**src/rtl/lcd_pkg.sv**
```systemverilog
// Shared definitions for the ST7789 LCD pipeline: RGB565 colours, pattern
// mode encodings and the default panel geometry.
package lcd_pkg;

  localparam logic [15:0] RED     = 16'hF800;
  localparam logic [15:0] GREEN   = 16'h07E0;
  localparam logic [15:0] BLUE    = 16'h001F;
  localparam logic [15:0] WHITE   = 16'hFFFF;
  localparam logic [15:0] BLACK   = 16'h0000;
  localparam logic [15:0] YELLOW  = 16'hFFE0;
  localparam logic [15:0] CYAN    = 16'h07FF;
  localparam logic [15:0] MAGENTA = 16'hF81F;

  localparam int LCD_H_ACTIVE = 240;
  localparam int LCD_V_ACTIVE = 135;

  typedef enum logic [1:0] {
    MODE_HBANDS   = 2'd0,
    MODE_VBARS    = 2'd1,
    MODE_CHECKER  = 2'd2,
    MODE_GRADIENT = 2'd3
  } pat_mode_e;

  typedef enum logic [1:0] {
    ST_IDLE = 2'd0,
    ST_RUN  = 2'd1,
    ST_DONE = 2'd2
  } src_state_e;

  function automatic logic [15:0] bar_colour(input logic [2:0] idx);
    logic [15:0] c;
    case (idx)
      3'd0:    c = WHITE;
      3'd1:    c = YELLOW;
      3'd2:    c = CYAN;
      3'd3:    c = GREEN;
      3'd4:    c = MAGENTA;
      3'd5:    c = RED;
      3'd6:    c = BLUE;
      default: c = BLACK;
    endcase
    return c;
  endfunction

endpackage

```
**src/rtl/lcd_pixel_src_if.sv**
```systemverilog
// Pixel stream between the pattern source and the SPI serializer:
// valid/ready handshake carrying one RGB565 pixel with raster markers.
interface lcd_pixel_src_if;
  logic        pix_valid;
  logic        pix_ready;
  logic [15:0] pix_data;
  logic        pix_sof;
  logic        pix_eol;
  logic        pix_eof;

  modport master (
    output pix_valid, pix_data, pix_sof, pix_eol, pix_eof,
    input  pix_ready
  );

  modport slave (
    input  pix_valid, pix_data, pix_sof, pix_eol, pix_eof,
    output pix_ready
  );
endinterface

```
**src/rtl/lcd_pattern_lut.sv**
```systemverilog
// Combinational test-pattern generator: maps (mode, effective x, y, bar index)
// to an RGB565 pixel. The bar index comes from a running column counter.
module lcd_pattern_lut
  import lcd_pkg::*;
#(
  parameter int BAR_ROWS = 45
) (
  input  logic [1:0]  mode_i,
  input  logic [8:0]  x_i,
  input  logic [7:0]  y_i,
  input  logic [2:0]  bar_i,
  output logic [15:0] pix_o
);
  localparam logic [8:0] ROW1 = 9'(BAR_ROWS);
  localparam logic [8:0] ROW2 = 9'(2 * BAR_ROWS);

  logic [8:0] sum;

  always_comb begin
    sum   = x_i + {1'b0, y_i};
    pix_o = BLACK;
    case (pat_mode_e'(mode_i))
      MODE_HBANDS: begin
        if ({1'b0, y_i} < ROW1)      pix_o = BLUE;
        else if ({1'b0, y_i} < ROW2) pix_o = GREEN;
        else                         pix_o = RED;
      end
      MODE_VBARS:    pix_o = bar_colour(bar_i);
      MODE_CHECKER:  pix_o = (x_i[3] ^ y_i[3]) ? WHITE : BLACK;
      MODE_GRADIENT: pix_o = {x_i[7:3], y_i[7:2], sum[8:4]};
      default:       pix_o = BLACK;
    endcase
  end
endmodule

```
**src/rtl/lcd_pixel_src.sv**
```systemverilog
// Frame-at-a-time RGB565 test-pattern source with registered valid/ready output.
// Define PATTERN_ANIM_EN to scroll the pattern horizontally by SCROLL_STEP per frame.
module lcd_pixel_src
  import lcd_pkg::*;
#(
  parameter int H_ACTIVE    = LCD_H_ACTIVE,
  parameter int V_ACTIVE    = LCD_V_ACTIVE,
  parameter int BAR_ROWS    = 45,
  parameter int BAR_COLS    = 30,
  parameter int SCROLL_STEP = 4
) (
  input  logic            clk,
  input  logic            resetn,
  input  logic            start,
  input  logic [1:0]      mode,
  lcd_pixel_src_if.master pix,
  output logic            busy,
  output logic            done,
  output logic [7:0]      frame_cnt
);
  localparam logic [8:0] X_LAST   = 9'(H_ACTIVE - 1);
  localparam logic [7:0] Y_LAST   = 8'(V_ACTIVE - 1);
  localparam logic [8:0] COL_LAST = 9'(BAR_COLS - 1);

  src_state_e  state_q, state_d;
  logic [1:0]  mode_q, mode_d;
  logic [8:0]  x_q, x_d, xe_q, xe_d, bcnt_q, bcnt_d;
  logic [7:0]  y_q, y_d;
  logic [2:0]  bidx_q, bidx_d;
  logic        valid_q, valid_d, sof_q, sof_d, eol_q, eol_d, eof_q, eof_d;
  logic [15:0] data_q, data_d;
  logic        busy_q, busy_d, done_q, done_d;
  logic [7:0]  fc_q, fc_d;

  logic [8:0]  line_xe, line_bcnt;
  logic [2:0]  line_bidx;
  logic [8:0]  cx, cxe, cbcnt;
  logic [7:0]  cy;
  logic [2:0]  cbidx;
  logic [1:0]  lut_mode;
  logic [15:0] lut_pix;
  logic        xfer, load;

  assign xfer = valid_q & pix.pix_ready;

`ifdef PATTERN_ANIM_EN
  // Bar position of the first column of each line tracks the scroll offset,
  // so no division is needed; assumes SCROLL_STEP <= BAR_COLS.
  logic [8:0] scroll_q, scroll_d, sbcnt_q, sbcnt_d;
  logic [2:0] sbidx_q, sbidx_d;
  logic [9:0] scroll_sum, sbcnt_sum;

  assign line_xe   = scroll_q;
  assign line_bcnt = sbcnt_q;
  assign line_bidx = sbidx_q;

  always_comb begin
    scroll_sum = {1'b0, scroll_q} + 10'(SCROLL_STEP);
    sbcnt_sum  = {1'b0, sbcnt_q} + 10'(SCROLL_STEP);
    scroll_d   = scroll_q;
    sbcnt_d    = sbcnt_q;
    sbidx_d    = sbidx_q;
    if (state_q == ST_DONE) begin
      if (scroll_sum >= 10'(H_ACTIVE)) begin
        scroll_d = 9'(scroll_sum - 10'(H_ACTIVE));
        sbcnt_d  = 9'(scroll_sum - 10'(H_ACTIVE));
        sbidx_d  = 3'd0;
      end else begin
        scroll_d = scroll_sum[8:0];
        if (sbcnt_sum >= 10'(BAR_COLS)) begin
          sbcnt_d = 9'(sbcnt_sum - 10'(BAR_COLS));
          sbidx_d = (sbidx_q == 3'd7) ? 3'd7 : sbidx_q + 3'd1;
        end else begin
          sbcnt_d = sbcnt_sum[8:0];
        end
      end
    end
  end

  always_ff @(posedge clk) begin
    if (!resetn) begin
      scroll_q <= '0;
      sbcnt_q  <= '0;
      sbidx_q  <= '0;
    end else begin
      scroll_q <= scroll_d;
      sbcnt_q  <= sbcnt_d;
      sbidx_q  <= sbidx_d;
    end
  end
`else
  assign line_xe   = '0;
  assign line_bcnt = '0;
  assign line_bidx = '0;
`endif

  // Position of the pixel that will be presented after the next load.
  always_comb begin
    cx    = '0;
    cy    = '0;
    cxe   = line_xe;
    cbcnt = line_bcnt;
    cbidx = line_bidx;
    if (state_q == ST_RUN) begin
      if (x_q == X_LAST) begin
        cy = y_q + 8'd1;
      end else begin
        cx = x_q + 9'd1;
        cy = y_q;
        if (xe_q == X_LAST) begin
          cxe   = '0;
          cbcnt = '0;
          cbidx = '0;
        end else begin
          cxe = xe_q + 9'd1;
          if (bcnt_q == COL_LAST) begin
            cbcnt = '0;
            cbidx = (bidx_q == 3'd7) ? 3'd7 : bidx_q + 3'd1;
          end else begin
            cbcnt = bcnt_q + 9'd1;
            cbidx = bidx_q;
          end
        end
      end
    end
  end

  assign lut_mode = (state_q == ST_RUN) ? mode_q : mode;

  lcd_pattern_lut #(
    .BAR_ROWS (BAR_ROWS)
  ) u_lut (
    .mode_i (lut_mode),
    .x_i    (cxe),
    .y_i    (cy),
    .bar_i  (cbidx),
    .pix_o  (lut_pix)
  );

  always_comb begin
    state_d = state_q;
    mode_d  = mode_q;
    x_d     = x_q;
    y_d     = y_q;
    xe_d    = xe_q;
    bcnt_d  = bcnt_q;
    bidx_d  = bidx_q;
    valid_d = valid_q;
    data_d  = data_q;
    sof_d   = sof_q;
    eol_d   = eol_q;
    eof_d   = eof_q;
    busy_d  = busy_q;
    done_d  = 1'b0;
    fc_d    = fc_q;
    load    = 1'b0;
    unique case (state_q)
      ST_IDLE: begin
        if (start) begin
          state_d = ST_RUN;
          mode_d  = mode;
          busy_d  = 1'b1;
          load    = 1'b1;
        end
      end
      ST_RUN: begin
        if (xfer) begin
          if (eof_q) begin
            state_d = ST_DONE;
            valid_d = 1'b0;
            sof_d   = 1'b0;
            eol_d   = 1'b0;
            eof_d   = 1'b0;
            busy_d  = 1'b0;
            done_d  = 1'b1;
            fc_d    = fc_q + 8'd1;
          end else begin
            load = 1'b1;
          end
        end
      end
      ST_DONE: state_d = ST_IDLE;
      default: state_d = ST_IDLE;
    endcase
    if (load) begin
      x_d     = cx;
      y_d     = cy;
      xe_d    = cxe;
      bcnt_d  = cbcnt;
      bidx_d  = cbidx;
      valid_d = 1'b1;
      data_d  = lut_pix;
      sof_d   = (cx == '0) && (cy == '0);
      eol_d   = (cx == X_LAST);
      eof_d   = (cx == X_LAST) && (cy == Y_LAST);
    end
  end

  always_ff @(posedge clk) begin
    if (!resetn) begin
      state_q <= ST_IDLE;
      mode_q  <= '0;
      x_q     <= '0;
      y_q     <= '0;
      xe_q    <= '0;
      bcnt_q  <= '0;
      bidx_q  <= '0;
      valid_q <= 1'b0;
      data_q  <= '0;
      sof_q   <= 1'b0;
      eol_q   <= 1'b0;
      eof_q   <= 1'b0;
      busy_q  <= 1'b0;
      done_q  <= 1'b0;
      fc_q    <= '0;
    end else begin
      state_q <= state_d;
      mode_q  <= mode_d;
      x_q     <= x_d;
      y_q     <= y_d;
      xe_q    <= xe_d;
      bcnt_q  <= bcnt_d;
      bidx_q  <= bidx_d;
      valid_q <= valid_d;
      data_q  <= data_d;
      sof_q   <= sof_d;
      eol_q   <= eol_d;
      eof_q   <= eof_d;
      busy_q  <= busy_d;
      done_q  <= done_d;
      fc_q    <= fc_d;
    end
  end

  assign pix.pix_valid = valid_q;
  assign pix.pix_data  = data_q;
  assign pix.pix_sof   = sof_q;
  assign pix.pix_eol   = eol_q;
  assign pix.pix_eof   = eof_q;
  assign busy          = busy_q;
  assign done          = done_q;
  assign frame_cnt     = fc_q;
endmodule
```
**src/flat_wrapper.sv**
```systemverilog
// flat-port wrapper written by rule: the top's interface ports become plain ports
module lcd_pixel_src_flat import lcd_pkg::*;
#(
  parameter int H_ACTIVE    = LCD_H_ACTIVE,
  parameter int V_ACTIVE    = LCD_V_ACTIVE,
  parameter int BAR_ROWS    = 45,
  parameter int BAR_COLS    = 30,
  parameter int SCROLL_STEP = 4
)
  (clk, resetn, start, mode, busy, done, frame_cnt, pix_pix_valid, pix_pix_data, pix_pix_sof, pix_pix_eol, pix_pix_eof, pix_pix_ready);
  lcd_pixel_src_if pix_i ();
  input  logic clk;
  input  logic resetn;
  input  logic start;
  input  logic [1:0] mode;
  output logic busy;
  output logic done;
  output logic [7:0] frame_cnt;
  output wire logic [$bits(pix_i.pix_valid)-1:0] pix_pix_valid;
  output wire logic [$bits(pix_i.pix_data)-1:0] pix_pix_data;
  output wire logic [$bits(pix_i.pix_sof)-1:0] pix_pix_sof;
  output wire logic [$bits(pix_i.pix_eol)-1:0] pix_pix_eol;
  output wire logic [$bits(pix_i.pix_eof)-1:0] pix_pix_eof;
  input wire logic [$bits(pix_i.pix_ready)-1:0] pix_pix_ready;
  assign pix_pix_valid = pix_i.pix_valid;
  assign pix_pix_data = pix_i.pix_data;
  assign pix_pix_sof = pix_i.pix_sof;
  assign pix_pix_eol = pix_i.pix_eol;
  assign pix_pix_eof = pix_i.pix_eof;
  assign pix_i.pix_ready = pix_pix_ready;
  lcd_pixel_src #(.H_ACTIVE(H_ACTIVE), .V_ACTIVE(V_ACTIVE), .BAR_ROWS(BAR_ROWS), .BAR_COLS(BAR_COLS), .SCROLL_STEP(SCROLL_STEP)) u_core (.clk(clk), .resetn(resetn), .start(start), .mode(mode), .pix(pix_i), .busy(busy), .done(done), .frame_cnt(frame_cnt));
endmodule
```
**config.mk**
```make
export PLATFORM = sky130hd
export DESIGN_NAME = lcd_pixel_src_flat
export DESIGN_NICKNAME = d
export VERILOG_FILES = /design/src/rtl/lcd_pkg.sv /design/src/rtl/lcd_pixel_src_if.sv /design/src/rtl/lcd_pattern_lut.sv /design/src/rtl/lcd_pixel_src.sv /design/src/flat_wrapper.sv
export SDC_FILE = /design/constraint.sdc
export NUM_CORES = 1
export LEC_CHECK = 0
export ABC_AREA = 1
export CAP_MARGIN = 40
export CORE_UTILIZATION = 52
export CTS_BUF_LIST = sky130_fd_sc_hd__clkbuf_16
export CTS_CLUSTER_SIZE = 28
export DETAILED_ROUTE_END_ITERATION = 8
export GPL_TIMING_DRIVEN = 0
export HOLD_SLACK_MARGIN = 0.08
export PLACE_DENSITY = 0.76
export SETUP_SLACK_MARGIN = 0.3
export SYNTH_ARGS = -nofsm -noshare
export SYNTH_HDL_FRONTEND = slang
export SYNTH_SLANG_ARGS = --single-unit
```
**constraint.sdc**
```tcl
create_clock -name clk -period 2.4 [get_ports clk]
set_input_delay 0.72 -clock clk [delete_from_list [all_inputs] [get_ports clk]]
set_output_delay 0.72 -clock clk [all_outputs]
set_load 0.02 [all_outputs]
```
==> results of run 1 <==
layout by cell type, fill, tap and decap left out, types with 6 or more instances in the layout:
master	Yosys	routed
sky130_fd_sc_hd__a21oi_1	62	54
sky130_fd_sc_hd__a21oi_2	4	9
sky130_fd_sc_hd__buf_4	1	24
sky130_fd_sc_hd__clkbuf_16	0	9
sky130_fd_sc_hd__clkbuf_2	0	12
sky130_fd_sc_hd__clkdlybuf4s50_1	0	31
sky130_fd_sc_hd__dfxtp_1	72	66
sky130_fd_sc_hd__ha_4	0	9
sky130_fd_sc_hd__inv_1	68	58
sky130_fd_sc_hd__inv_2	5	13
sky130_fd_sc_hd__nand2_1	100	88
sky130_fd_sc_hd__nand2_2	7	13
sky130_fd_sc_hd__nand2_4	0	7
sky130_fd_sc_hd__nand3_1	29	26
sky130_fd_sc_hd__nand4_1	6	6
sky130_fd_sc_hd__nor2_1	68	56
sky130_fd_sc_hd__nor2_2	4	7
sky130_fd_sc_hd__nor2_4	3	12
sky130_fd_sc_hd__nor3_1	12	9
sky130_fd_sc_hd__o21ai_0	58	50
sky130_fd_sc_hd__o21ai_1	4	8
sky130_fd_sc_hd__xor2_1	11	10
layout make-up:
class | count | area (sq um)
multi-input combinational | 424 | 2750
fill | 543 | 1860
sequential | 72 | 1460
timing repair buffer | 60 | 548
inverter | 76 | 305
clock buffer | 9 | 225
tap | 99 | 124
buffer | 17 | 97.6
clock inverter | 7 | 48.8
worst register-to-register path, cell delays in order (launching register included):
cell and delay, ns:
sky130_fd_sc_hd__dfxtp_4 0.36, sky130_fd_sc_hd__ha_4 0.14, sky130_fd_sc_hd__nand2_4 0.06, sky130_fd_sc_hd__nor2_4 0.20, sky130_fd_sc_hd__nand2_8 0.13, sky130_fd_sc_hd__clkinv_8 0.10, sky130_fd_sc_hd__nand2_4 0.05, sky130_fd_sc_hd__o21ai_2 0.06
sky130_fd_sc_hd__nand2_2 0.11, sky130_fd_sc_hd__inv_2 0.11, sky130_fd_sc_hd__ha_4 0.22, sky130_fd_sc_hd__nand2_4 0.08, sky130_fd_sc_hd__nor2_4 0.06, sky130_fd_sc_hd__a211oi_4 0.38, sky130_fd_sc_hd__o21ai_1 0.16, sky130_fd_sc_hd__nand2_1 0.08
sky130_fd_sc_hd__a21oi_1 0.06
Yosys cell counts, types with 2 or more instances:
cell                       count  area (sq um)
sky130_fd_sc_hd__nand3b_1      2          15.0
sky130_fd_sc_hd__o21bai_1      2          15.0
sky130_fd_sc_hd__nor2_4        3          33.8
sky130_fd_sc_hd__dfxtp_1      72          1440
sky130_fd_sc_hd__nor3_1       12          60.1
sky130_fd_sc_hd__nand3_1      29           145
sky130_fd_sc_hd__or2_1         3          18.8
sky130_fd_sc_hd__a211oi_1      5          37.5
sky130_fd_sc_hd__inv_1        68           255
sky130_fd_sc_hd__a211oi_2      2          25.0
sky130_fd_sc_hd__clkbuf_1     15          56.3
sky130_fd_sc_hd__clkinv_1      2          7.51
sky130_fd_sc_hd__ha_1         14           175
sky130_fd_sc_hd__inv_2         5          18.8
sky130_fd_sc_hd__nand2_2       7          43.8
sky130_fd_sc_hd__o21a_1        3          22.5
sky130_fd_sc_hd__o21ai_0      58           290
sky130_fd_sc_hd__nand2_1     100           375
sky130_fd_sc_hd__a41oi_1       5          43.8
sky130_fd_sc_hd__o21ai_1       4          20.0
sky130_fd_sc_hd__nand4_1       6          37.5
sky130_fd_sc_hd__nand3_2       3          30.0
sky130_fd_sc_hd__a21oi_2       4          35.0
sky130_fd_sc_hd__xor2_1       11          96.3
sky130_fd_sc_hd__nor2_2        4          25.0
sky130_fd_sc_hd__nand3_4       2          35.0
sky130_fd_sc_hd__nor2_1       68           255
sky130_fd_sc_hd__a21oi_1      62           310
cell families after synthesis:
group | synth area share
AO/OA/AOI/OAI | 0.210
AND/OR/NAND/NOR | 0.281
flip-flops | 0.352
XOR/XNOR | 0.0257
buffers and inverters | 0.0875
adder cells (fa/ha/maj) | 0.0428
worst paths after layout:
path / start / to / slack (ns) / depth (start not counted)
max: u_core.x_q[0] / u_core.pix.pix_data[1] / -0.09 / 16
min: u_core.pix.pix_sof / u_core.pix.pix_sof / 0.48 / 2
max reg2reg: u_core.x_q[0] / u_core.pix.pix_data[1] / -0.09 / 16
min reg2reg: u_core.pix.pix_sof / u_core.pix.pix_sof / 0.48 / 2
power groups by stage:
stage	registers, mW	logic [mW]	clock network (mW)
floorplan	1.39	0.321	0
global placement	1.36	0.526	0
detailed placement	1.36	0.535	0
CTS	1.34	0.623	1.25
global route	1.35	0.732	1.29
finish	1.34	0.681	1.25
routing by layer:
metal	vias up	global-route usage	routed length, um
met5	-	0	0
met4	0	0.160	448
met3	48	0.0614	998
met2	224	0.515	6150
met1	2050	0.376	5110
li1	2085	-	-
sequential cells by signal, indices dropped and copies added, names as in the netlist:
name / flops
u_core.done: 1
u_core.pix.pix_eol: 1
u_core.frame_cnt: 8
u_core.pix.pix_sof: 1
u_core.bidx_q: 3
u_core.x_q: 9
u_core.y_q: 8
u_core.xe_q: 9
u_core.bcnt_q: 9
u_core.mode_q: 2
u_core.pix.pix_valid: 1
u_core.busy: 1
u_core.state_q: 2
u_core.pix.pix_data: 16
u_core.pix.pix_eof: 1
timing repair:
| action | CTS | global route |
|---|---|---|
| hold endpoints to repair | 0 | 0 |
| cloned | 1 | 0 |
| buffers inserted | 21 | 4 |
| resized for setup | 74 | 55 |
| pin swaps | 25 | 21 |
| hold buffers | 0 | 0 |
| endpoints found under the setup margin | 60 | 49 |
==> reports/qor.txt, run 1 <==
RUN STATUS
----------------------------------------------------------------------------------------------------
Status ................................................................................ finished with violations
Failing checks ........................................................................ setup timing

DIE
----------------------------------------------------------------------------------------------------
Number of placed I/O pins .............................................................           36
Area of the core ......................................................................   7410 sq um
Die Footprint .........................................................................   8220 sq um
Effective utilization at floorplan ....................................................        0.552
Die height ............................................................................      90.7 um
Placement Rows ........................................................................           31
Die span in x .........................................................................      90.7 um

SETUP PATH
----------------------------------------------------------------------------------------------------
Critical Path End Type ................................................................    flip-flop
CP arrival ............................................................................      2.69 ns
Cell seen most often among critical-path stages ....................................... sky130_fd_sc_hd__nand2_4
Critical path, cell by cell ........................................................... ha_4 -> nand2_4 -> nor2_4 -> nand2_8 -> clkinv_8 -> nand2_4 -> o21ai_2 -> nand2_2 -> inv_2 -> ha_4 -> nand2_4 -> nor2_4 -> a211oi_4 -> o21ai_1 -> nand2_1 -> a21oi_1
CP max FO .............................................................................            8
Cell type group with the largest total delay on the critical path ..................... simple AND/OR/NAND/NOR gates
Buffers and inverters on the worst path ...............................................            2
Worst Setup Start Kind ................................................................    flip-flop
Required arrival time at the worst endpoint ...........................................      2.60 ns
Cell with the largest stage delay on the worst path ................................... sky130_fd_sc_hd__a211oi_4
CP peak stage delay ...................................................................      0.38 ns
Worst Setup Path Type ................................................................. flip-flop to flip-flop

LAYOUT
----------------------------------------------------------------------------------------------------
Post-route standard cell area excluding fillers .......................................   5550 sq um
Ant diodes ............................................................................            0
Layout net count ......................................................................          680
Share of cells above drive strength 1 .................................................        0.254
Post-synthesis to final-layout area growth ............................................        35.7%
Non-filler instance count after layout ................................................          764
Share of the core filled with cells ...................................................        0.749

STA
----------------------------------------------------------------------------------------------------
Post-route worst setup slack ..........................................................   -0.0920 ns
Final-layout setup total negative slack ...............................................    -0.363 ns
Final critical delay including setup and external delays ..............................      2.49 ns
Fmax ..................................................................................      401 MHz
Final Slew Violations .................................................................            0
Worst-margin pin slew .................................................................     0.627 ns
Final period utilization ..............................................................         1.04
Final setup vio count .................................................................           10
Setup repair after global routing missed its margin ...................................          yes
Post-Route Hold Slack .................................................................     0.476 ns
Worst slew slack as a fraction of its limit ...........................................        0.579
Final setup skew ......................................................................   0.00687 ns
Final Hold Fails ......................................................................            0

CLOCK NETWORK
----------------------------------------------------------------------------------------------------
Htree depth ...........................................................................            3
Root buffer selected by CTS ........................................................... sky130_fd_sc_hd__clkbuf_16
TritonCTS clock tree ..................................................................         done
Clock-pin slew reported for the worst setup and hold paths after clock tree synthesis .      0.06 ns
Buffer depth of the longest clock path ................................................            2
Clk Latency, worst-skew pair ..........................................................      0.34 ns
Clock net sink count ..................................................................           72
Clock buffers created by TritonCTS ....................................................            9

HOLD PATH
----------------------------------------------------------------------------------------------------
Path category of the worst min-delay check ............................................ flip-flop to flip-flop

JOB
----------------------------------------------------------------------------------------------------
Count of maximum capacitance violations ...............................................            0

PLACE
----------------------------------------------------------------------------------------------------
Post-placement worst setup slack ......................................................    -0.490 ns
Count of input and output buffers .....................................................           35
Detailed placer's ending HPWL .........................................................      8290 um
Routability congestion estimate from global placement .................................        0.909
# placed instances ....................................................................          722
Total cell area at the placement stage ................................................   4640 sq um

GLOBAL ROUTING
----------------------------------------------------------------------------------------------------
Total routing resource utilization after global routing ...............................        0.309
First-pass GRT wire length ............................................................    20,100 um
Initial antenna violation count .......................................................            0
Number of global-route vias before repair .............................................        4,194
Total congestion overflow after global routing ........................................            0
Largest net degree at the start of global routing .....................................           14

LOGIC SYNTHESIS
----------------------------------------------------------------------------------------------------
Seq/Total Area, Yosys .................................................................        0.352
Average cell area after synthesis .....................................................   6.96 sq um
Synthesized instance count ............................................................          588
Count of unique library cells instantiated by Yosys ...................................           45
Post-synthesis cell area ..............................................................   4090 sq um
#FFs+latches synth ....................................................................           72
Post-Synthesis Net Count ..............................................................          608
Warnings from Yosys ...................................................................            0
Ys async rst share ....................................................................            0
Most instantiated flip-flop cell in the synthesis netlist ............................. sky130_fd_sc_hd__dfxtp_1
Post-synth EDFFs ......................................................................            0

DETAILED ROUTING
----------------------------------------------------------------------------------------------------
Via count normalized by instance count ................................................         5.77
Vias after detailed routing ...........................................................        4,407
Average detailed-routed wire length per instance ......................................      16.6 um
Post-route ant nets ...................................................................            0
Initial DRT Pass Iterations ...........................................................            5
Iteration-0 DRC Markers ...............................................................          371
Routed Wire Length ....................................................................    12,700 um
DRC viols .............................................................................            0

POWER AND IR DROP
----------------------------------------------------------------------------------------------------
Power per cell area ...................................................................  591 nW/um^2
P_int .................................................................................      2.23 mW
Clock power share .....................................................................        0.382
Cell leakage power ....................................................................      2.25 nW
Part of the total power dissipated in combinational logic .............................        0.208
Relative contribution of sequential cells to total power ..............................        0.410
Final Total Pwr .......................................................................      3.28 mW
Worst IR Drop VDD .....................................................................       364 uV
Net switching fraction of the power ...................................................        0.321
Net switching power of the design .....................................................      1.05 mW

(Power assumes the default switching activity.)
==> inputs of run 2 (changes only) <==
CORE_UTILIZATION = 50   (was 52)
PLACE_DENSITY = 0.73   (was 0.76)
==> run 2 against run 1 <==
Effect of this change:
- the flow still finishes with violations (setup timing)
- clock skew is 0.00078 ns higher
- hold slack worse by 0.0039 ns
- fmax is 1.9% lower
- sequential power hardly changed
- worst setup slack worse by 0.049 ns
==> reports/qor.txt, run 2 (synthesis results as in run 1) <==
RUN STATUS
----------------------------------------------------------------------------------------------------
Status ................................................................................ finished with violations
Failing checks ........................................................................ setup timing

GLOBAL ROUTING
----------------------------------------------------------------------------------------------------
Top Usage Layer GRT ...................................................................         met2
Met2 capacity usage during global routing .............................................        0.536   +0.0207
Largest net degree at the start of global routing .....................................           14   unchanged
First-pass GRT wire length ............................................................    21,200 um   +6.0%
Total congestion overflow after global routing ........................................            0   unchanged
Global routing met1 resource utilization ..............................................        0.391   +0.0144
Fraction of met3 tracks used by global routing ........................................       0.0501   -0.0114
Total routing resource utilization after global routing ...............................        0.320   +0.0103
Initial antenna violation count .......................................................            0   unchanged
Number of global-route vias before repair .............................................        4,372   +4.2%

HOLD PATH
----------------------------------------------------------------------------------------------------
Terminating pin of the worst hold path ................................................ u_core.pix.pix_eol
Launch point of the worst hold path ................................................... u_core.pix.pix_eol
Worst hold path stage count ...........................................................            2   unchanged
Path category of the worst min-delay check ............................................ flip-flop to flip-flop

DETAILED ROUTING
----------------------------------------------------------------------------------------------------
Average detailed-routed wire length per instance ......................................      18.0 um   +8.0%
Initial DRT Pass Iterations ...........................................................            6   +1
Post-route ant nets ...................................................................            0   unchanged
Vias after detailed routing ...........................................................        4,639   +5.3%
Via count normalized by instance count ................................................         5.92   +2.6%
Routed Wire Length ....................................................................    14,100 um   +11%
Iteration-0 DRC Markers ...............................................................          402   +8.4%
DRC viols .............................................................................            0   unchanged

DIE
----------------------------------------------------------------------------------------------------
Die height ............................................................................      92.4 um   +1.9%
Area of the core ......................................................................   7810 sq um   +5.4%
Number of placed I/O pins .............................................................           36   unchanged
Effective utilization at floorplan ....................................................        0.524   -0.0282
Die span in x .........................................................................      92.4 um   +1.9%
Placement Rows ........................................................................           32   +3.2%
Die Footprint .........................................................................   8550 sq um   +3.9%

PLACE
----------------------------------------------------------------------------------------------------
Count of input and output buffers .....................................................           35   unchanged
Total cell area at the placement stage ................................................   4650 sq um   about the same
# placed instances ....................................................................          725   +0.42%
Routability congestion estimate from global placement .................................        0.971   +6.7%
Detailed placer's ending HPWL .........................................................      8320 um   +0.33%

SETUP PATH
----------------------------------------------------------------------------------------------------
Worst Setup Path Type ................................................................. flip-flop to flip-flop
Slack of the worst reg-to-reg path ....................................................     -0.14 ns   -0.05 ns
Critical Path End Type ................................................................    flip-flop
Endpoint of the lowest-slack register-to-register path ................................ u_core.pix.pix_data[4]
Worst Setup Start Kind ................................................................    flip-flop
CP arrival ............................................................................      2.80 ns   +0.11 ns
Reg2Reg Depth .........................................................................           19   +3
Reg2reg start ......................................................................... u_core.x_q[1]
CP max FO .............................................................................            8   unchanged
Required arrival time at the worst endpoint ...........................................      2.66 ns   +0.06 ns

CLOCK NETWORK
----------------------------------------------------------------------------------------------------
Clock buffers created by TritonCTS ....................................................            9   unchanged
Buffer depth of the longest clock path ................................................            2   unchanged
TritonCTS clock tree ..................................................................         done
Clock-pin slew reported for the worst setup and hold paths after clock tree synthesis .      0.06 ns   about the same
Htree depth ...........................................................................            3   unchanged
Clock net sink count ..................................................................           72   unchanged
Root buffer selected by CTS ........................................................... sky130_fd_sc_hd__clkbuf_16
Hold-fix buffers, CTS .................................................................            0   unchanged
Clk Latency, worst-skew pair ..........................................................      0.34 ns   about the same

LAYOUT
----------------------------------------------------------------------------------------------------
Leading cell type in the layout, fill and taps excluded ............................... sky130_fd_sc_hd__nand2_1
Top library cells by usage in the layout, fill and taps aside ......................... sky130_fd_sc_hd__nand2_1 (82), sky130_fd_sc_hd__dfxtp_1 (64), sky130_fd_sc_hd__inv_1 (58), sky130_fd_sc_hd__nor2_1 (54), sky130_fd_sc_hd__a21oi_1 (54)
Ant diodes ............................................................................            0   unchanged
Share of cells above drive strength 1 .................................................        0.292   +0.0377
Non-filler instance count after layout ................................................          784   +2.6%
Layout net count ......................................................................          697   +2.5%
Post-route standard cell area excluding fillers .......................................   5800 sq um   +4.5%
Flip-flop count of the largest register, all copies and words added ...................           16   unchanged
Number of inserted filler cells in the final layout ...................................          542   -0.18%
Post-synthesis to final-layout area growth ............................................        41.8%

STA
----------------------------------------------------------------------------------------------------
Worst-margin pin slew .................................................................     0.666 ns   +0.0384 ns
Final setup skew ......................................................................   0.00765 ns   +0.000784 ns
Fmax ..................................................................................      394 MHz   -1.9%
Final period utilization ..............................................................         1.06   +0.0205
Worst slew slack as a fraction of its limit ...........................................        0.556   -0.0228
Final Hold Fails ......................................................................            0   unchanged
Final setup vio count .................................................................            7   -3
Setup repair after global routing missed its margin ...................................          yes
Final critical delay including setup and external delays ..............................      2.54 ns   +0.0491 ns
Post-route worst setup slack ..........................................................    -0.141 ns   -0.0491 ns
Final Slew Violations .................................................................            0   unchanged

POWER AND IR DROP
----------------------------------------------------------------------------------------------------
Cell leakage power ....................................................................      2.35 nW   +4.4%
Power per cell area ...................................................................  608 nW/um^2   +2.9%
Worst IR Drop VDD .....................................................................       507 uV   +39%

JOB
----------------------------------------------------------------------------------------------------
Count of maximum capacitance violations ...............................................            0   unchanged

-- run 2: worst max path at each step --
stage	start	to	slack [ns]	cells past startpoint
floorplan	u_core.x_q[1]	u_core.pix.pix_data[4]	0.09	18
global placement	pix_pix_ready	u_core.x_q[0]	-0.44	8
detailed placement	pix_pix_ready	u_core.x_q[5]	-0.48	8
CTS	u_core.x_q[1]	u_core.pix.pix_data[4]	-0.02	19
global route	u_core.x_q[1]	u_core.pix.pix_data[4]	-0.29	19
finish	u_core.x_q[1]	u_core.pix.pix_data[4]	-0.14	19
-- run 2: worst max-delay path: stages (launching register included) --
cell                       delay (ns)
sky130_fd_sc_hd__dfxtp_2         0.36
sky130_fd_sc_hd__ha_4            0.16
sky130_fd_sc_hd__nand2_4         0.06
sky130_fd_sc_hd__nor2_4          0.22
sky130_fd_sc_hd__nand2_8         0.13
sky130_fd_sc_hd__clkinv_8        0.09
sky130_fd_sc_hd__nand3_4         0.07
sky130_fd_sc_hd__nand2_2         0.07
sky130_fd_sc_hd__nand2_2         0.06
sky130_fd_sc_hd__nor2_4          0.15
sky130_fd_sc_hd__ha_4            0.24
sky130_fd_sc_hd__a21oi_4         0.15
sky130_fd_sc_hd__o21bai_1        0.09
sky130_fd_sc_hd__a21oi_1         0.17
sky130_fd_sc_hd__nand2_1         0.07
sky130_fd_sc_hd__nand2_1         0.05
sky130_fd_sc_hd__nand3_1         0.06
sky130_fd_sc_hd__nand2_1         0.06
sky130_fd_sc_hd__nand2_1         0.06
sky130_fd_sc_hd__a21oi_2         0.13
-- run 2: power breakdown --
group	total [mW]	internal, mW	leakage [nW]	switching, mW
logic	0.718	0.273	1.60	0.445
clock network	1.46	0.912	0.161	0.549
registers	1.35	1.27	0.593	0.0731
-- run 2: stage by stage --
stage | utilization | worst slack (ns) | total power [mW] | hold slack, ns | setup TNS (ns)
global route | 0.743 | -0.288 | 3.62 | 0.490 | -1.47
finish | 0.743 | -0.141 | 3.53 | 0.472 | -0.473
floorplan | - | 0.0857 | 1.71 | 0.450 | 0
CTS | 0.712 | -0.0181 | 3.45 | 0.472 | -0.0254
detailed placement | 0.595 | -0.485 | 1.90 | 0.462 | -15.33
global placement | 0.595 | -0.445 | 1.89 | 0.454 | -12.89
-- run 2: cell type report --
cell class	instances	area [sq um]	share of cell area
Tap cell	102	128	0.0220
Inverter	76	315	0.0544
Sequential cell	72	1460	0.251
Timing Repair Buffer	77	686	0.118
Clock inverter	7	95.1	0.0164
Multi-Input combinational cell	424	2790	0.481
Clock buffer	9	225	0.0388
Buffer	17	106	0.0183
-- run 2: what timing repair did --
| item | CTS | global route |
|---|---|---|
| buffers inserted | 33 | 9 |
| pin swaps | 32 | 32 |
| gates cloned | 1 | 0 |
| setup endpoints to repair | 62 | 50 |
| resized for setup | 95 | 59 |
-- run 2: per-layer routing --
metal	routed length (um)	vias up
li1	-	2132
met3	988	69
met4	683	0
met1	5640	2170
met2	6760	268
met5	0	-
==> inputs of run 3 (changes only) <==
CORE_UTILIZATION = 51   (was 50)
PLACE_DENSITY = 0.75   (was 0.73)
==> run 3 against run 2 <==
Effect of this change:
- the flow still finishes with violations (setup timing)
- register-to-register slack lost 0.04 ns
- non-clock buffer count grew 1
- worst setup slack lost 0.043 ns
- critical endpoint is now u_core.pix.pix_data[1]
==> reports/qor.txt, run 3 (synthesis results as in run 1) <==
PLACE
----------------------------------------------------------------------------------------------------
Total cell area at the placement stage ................................................   4650 sq um   unchanged
Routability congestion estimate from global placement .................................        0.916   -5.6%
Detailed placer's ending HPWL .........................................................      8350 um   +0.36%
Post-placement worst setup slack ......................................................    -0.441 ns   +0.0439 ns
Count of input and output buffers .....................................................           35   unchanged

LAYOUT
----------------------------------------------------------------------------------------------------
Ant diodes ............................................................................            0   unchanged
Post-synthesis to final-layout area growth ............................................        39.5%
Share of cells above drive strength 1 .................................................        0.280   -0.0117
Top library cells by usage in the layout, fill and taps aside ......................... sky130_fd_sc_hd__nand2_1 (81), sky130_fd_sc_hd__dfxtp_1 (64), sky130_fd_sc_hd__inv_1 (57), sky130_fd_sc_hd__nor2_1 (57), sky130_fd_sc_hd__a21oi_1 (54)
Layout net count ......................................................................          698   +0.14%
Leading cell type in the layout, fill and taps excluded ............................... sky130_fd_sc_hd__nand2_1
Share of the core filled with cells ...................................................        0.738   -0.00477
Multi-input gate area in the final layout .............................................   2760 sq um   -1.1%
Post-route standard cell area excluding fillers .......................................   5700 sq um   -1.7%
Area taken by flip-flops and latches ..................................................   1460 sq um   unchanged
Number of inserted filler cells in the final layout ...................................          558   +3.0%
Flip-flop count of the largest register, all copies and words added ...................           16   unchanged

GLOBAL ROUTING
----------------------------------------------------------------------------------------------------
Number of global-route vias before repair .............................................        4,362   -0.23%
Largest net degree at the start of global routing .....................................           12   -2
Initial antenna violation count .......................................................            0   unchanged
Total routing resource utilization after global routing ...............................        0.316   -0.00406
Total congestion overflow after global routing ........................................            0   unchanged
First-pass GRT wire length ............................................................    20,700 um   -2.3%

STA
----------------------------------------------------------------------------------------------------
Final Slew Violations .................................................................            0   unchanged
Setup repair after global routing missed its margin ...................................          yes
Final critical delay including setup and external delays ..............................      2.58 ns   +0.0434 ns
Fmax ..................................................................................      387 MHz   -1.7%
Worst slew slack as a fraction of its limit ...........................................        0.549   -0.00714
Final setup vio count .................................................................            5   -2
Final setup skew ......................................................................   0.00465 ns   -0.00300 ns
Post-route worst setup slack ..........................................................    -0.185 ns   -0.0434 ns
Worst-margin pin slew .................................................................     0.676 ns   +0.0107 ns
Final Hold Fails ......................................................................            0   unchanged
Final period utilization ..............................................................         1.08   +0.0181

SETUP PATH
----------------------------------------------------------------------------------------------------
CP arrival ............................................................................      2.85 ns   +0.05 ns
Worst Setup Path Type ................................................................. flip-flop to flip-flop
Critical path, cell by cell ........................................................... ha_4 -> nand2_4 -> nor2_4 -> nand2_8 -> nand2_4 -> nor2_4 -> inv_6 -> nor2_4 -> ha_4 -> buf_4 -> nand2_1 -> inv_1 -> nand4_1 -> nand3_1 -> nand2_1 -> o21ai_2 -> nand2_1 -> a21oi_1
Worst Setup Start Kind ................................................................    flip-flop
CP max FO .............................................................................            6   -2
Required arrival time at the worst endpoint ...........................................      2.67 ns   about the same
CP peak stage delay ...................................................................      0.36 ns   about the same
Buffers and inverters on the worst path ...............................................            3   +2
Critical Path End Type ................................................................    flip-flop
Cell with the largest stage delay on the worst path ................................... sky130_fd_sc_hd__dfxtp_4
Cell type group with the largest total delay on the critical path ..................... simple AND/OR/NAND/NOR gates

DIE
----------------------------------------------------------------------------------------------------
Die span in x .........................................................................      91.6 um   -0.96%
Number of placed I/O pins .............................................................           36   unchanged
Die height ............................................................................      91.6 um   -0.96%
Placement Rows ........................................................................           32   unchanged
Area of the core ......................................................................   7730 sq um   -1.0%
Die Footprint .........................................................................   8380 sq um   -1.9%
Effective utilization at floorplan ....................................................        0.529   +0.00543

CLOCK NETWORK
----------------------------------------------------------------------------------------------------
Clk Latency, worst-skew pair ..........................................................      0.34 ns   about the same
Hold-fix buffers, CTS .................................................................            0   unchanged
Clock-pin slew reported for the worst setup and hold paths after clock tree synthesis .      0.06 ns   about the same
TritonCTS clock tree ..................................................................         done
Buffer depth of the longest clock path ................................................            2   unchanged
Root buffer selected by CTS ........................................................... sky130_fd_sc_hd__clkbuf_16
Htree depth ...........................................................................            3   unchanged
Clock buffers created by TritonCTS ....................................................            9   unchanged
Clock net sink count ..................................................................           72   unchanged

JOB
----------------------------------------------------------------------------------------------------
Count of maximum capacitance violations ...............................................            0   unchanged

DETAILED ROUTING
----------------------------------------------------------------------------------------------------
Vias after detailed routing ...........................................................        4,627   -0.26%
Routed Wire Length ....................................................................    13,700 um   -2.7%
Post-route ant nets ...................................................................            0   unchanged
Iteration-0 DRC Markers ...............................................................          447   +11%
Initial DRT Pass Iterations ...........................................................            8   +2
Average detailed-routed wire length per instance ......................................      17.5 um   -2.7%
DRC viols .............................................................................            0   unchanged
Via count normalized by instance count ................................................         5.90   -0.26%

POWER AND IR DROP
----------------------------------------------------------------------------------------------------
Cell leakage power ....................................................................      2.39 nW   +1.4%
Power per cell area ...................................................................  586 nW/um^2   -3.6%
Worst IR Drop VDD .....................................................................       441 uV   -13%

RUN STATUS
----------------------------------------------------------------------------------------------------
Status ................................................................................ finished with violations
Failing checks ........................................................................ setup timing

HOLD PATH
----------------------------------------------------------------------------------------------------
Path category of the worst min-delay check ............................................ flip-flop to flip-flop

-- run 3: worst reg2reg max path, stage by stage (launching register included) --
cell                      delay [ns]
sky130_fd_sc_hd__dfxtp_4        0.36
sky130_fd_sc_hd__ha_4           0.15
sky130_fd_sc_hd__nand2_4        0.06
sky130_fd_sc_hd__nor2_4         0.20
sky130_fd_sc_hd__nand2_8        0.13
sky130_fd_sc_hd__nand2_4        0.09
sky130_fd_sc_hd__nor2_4         0.05
sky130_fd_sc_hd__inv_6          0.12
sky130_fd_sc_hd__nor2_4         0.07
sky130_fd_sc_hd__ha_4           0.29
sky130_fd_sc_hd__buf_4          0.10
sky130_fd_sc_hd__nand2_1        0.07
sky130_fd_sc_hd__inv_1          0.08
sky130_fd_sc_hd__nand4_1        0.17
sky130_fd_sc_hd__nand3_1        0.13
sky130_fd_sc_hd__nand2_1        0.08
sky130_fd_sc_hd__o21ai_2        0.14
sky130_fd_sc_hd__nand2_1        0.09
sky130_fd_sc_hd__a21oi_1        0.13
-- run 3: routing by layer --
metal	routed length [um]	track usage
met1	5270	0.370
met2	6720	0.544
met5	0	0
met3	1120	0.0704
met4	583	0.149
-- run 3: layout make-up --
cell class,instances,area share
Clock buffer,9,0.0395
Multi-Input combinational cell,424,0.484
Buffer,16,0.0151
Timing Repair Buffer,79,0.120
Tap cell,102,0.0224
Inverter,76,0.0544
Clock inverter,6,0.00921
Sequential cell,72,0.255
-- run 3: worst paths after layout --
check | from | to | slack (ns) | depth (start not counted)
hold reg to reg | u_core.pix.pix_sof | u_core.pix.pix_sof | 0.46 | 2
hold / removal | u_core.pix.pix_sof | u_core.pix.pix_sof | 0.46 | 2
setup / recovery | u_core.x_q[0] | u_core.pix.pix_data[1] | -0.18 | 18
setup reg to reg | u_core.x_q[0] | u_core.pix.pix_data[1] | -0.18 | 18
-- run 3: power by group --
part / switching, mW / total (mW) / internal [mW]
Clock: 0.509 / 1.29 / 0.785
Sequential: 0.0695 / 1.34 / 1.28
Combinational: 0.436 / 0.703 / 0.267
-- run 3: per-stage QoR --
step           TNS [ns]  std cells  hold WS (ns)  total power, mW
6_report         -0.496        784         0.462             3.34
5_1_grt           -1.24        784         0.487             3.44
4_1_cts          -0.169        771         0.465             3.25
3_5_place_dp     -14.28        725         0.456             1.90
3_3_place_gp     -12.68        725         0.452             1.89
2_1_floorplan         0        588         0.450             1.71
-- run 3: what timing repair did --
action	CTS	global route
pin swaps	36	19
buffers inserted	30	14
gates cloned	1	0
resized for setup	73	62
setup endpoints to repair	60	45
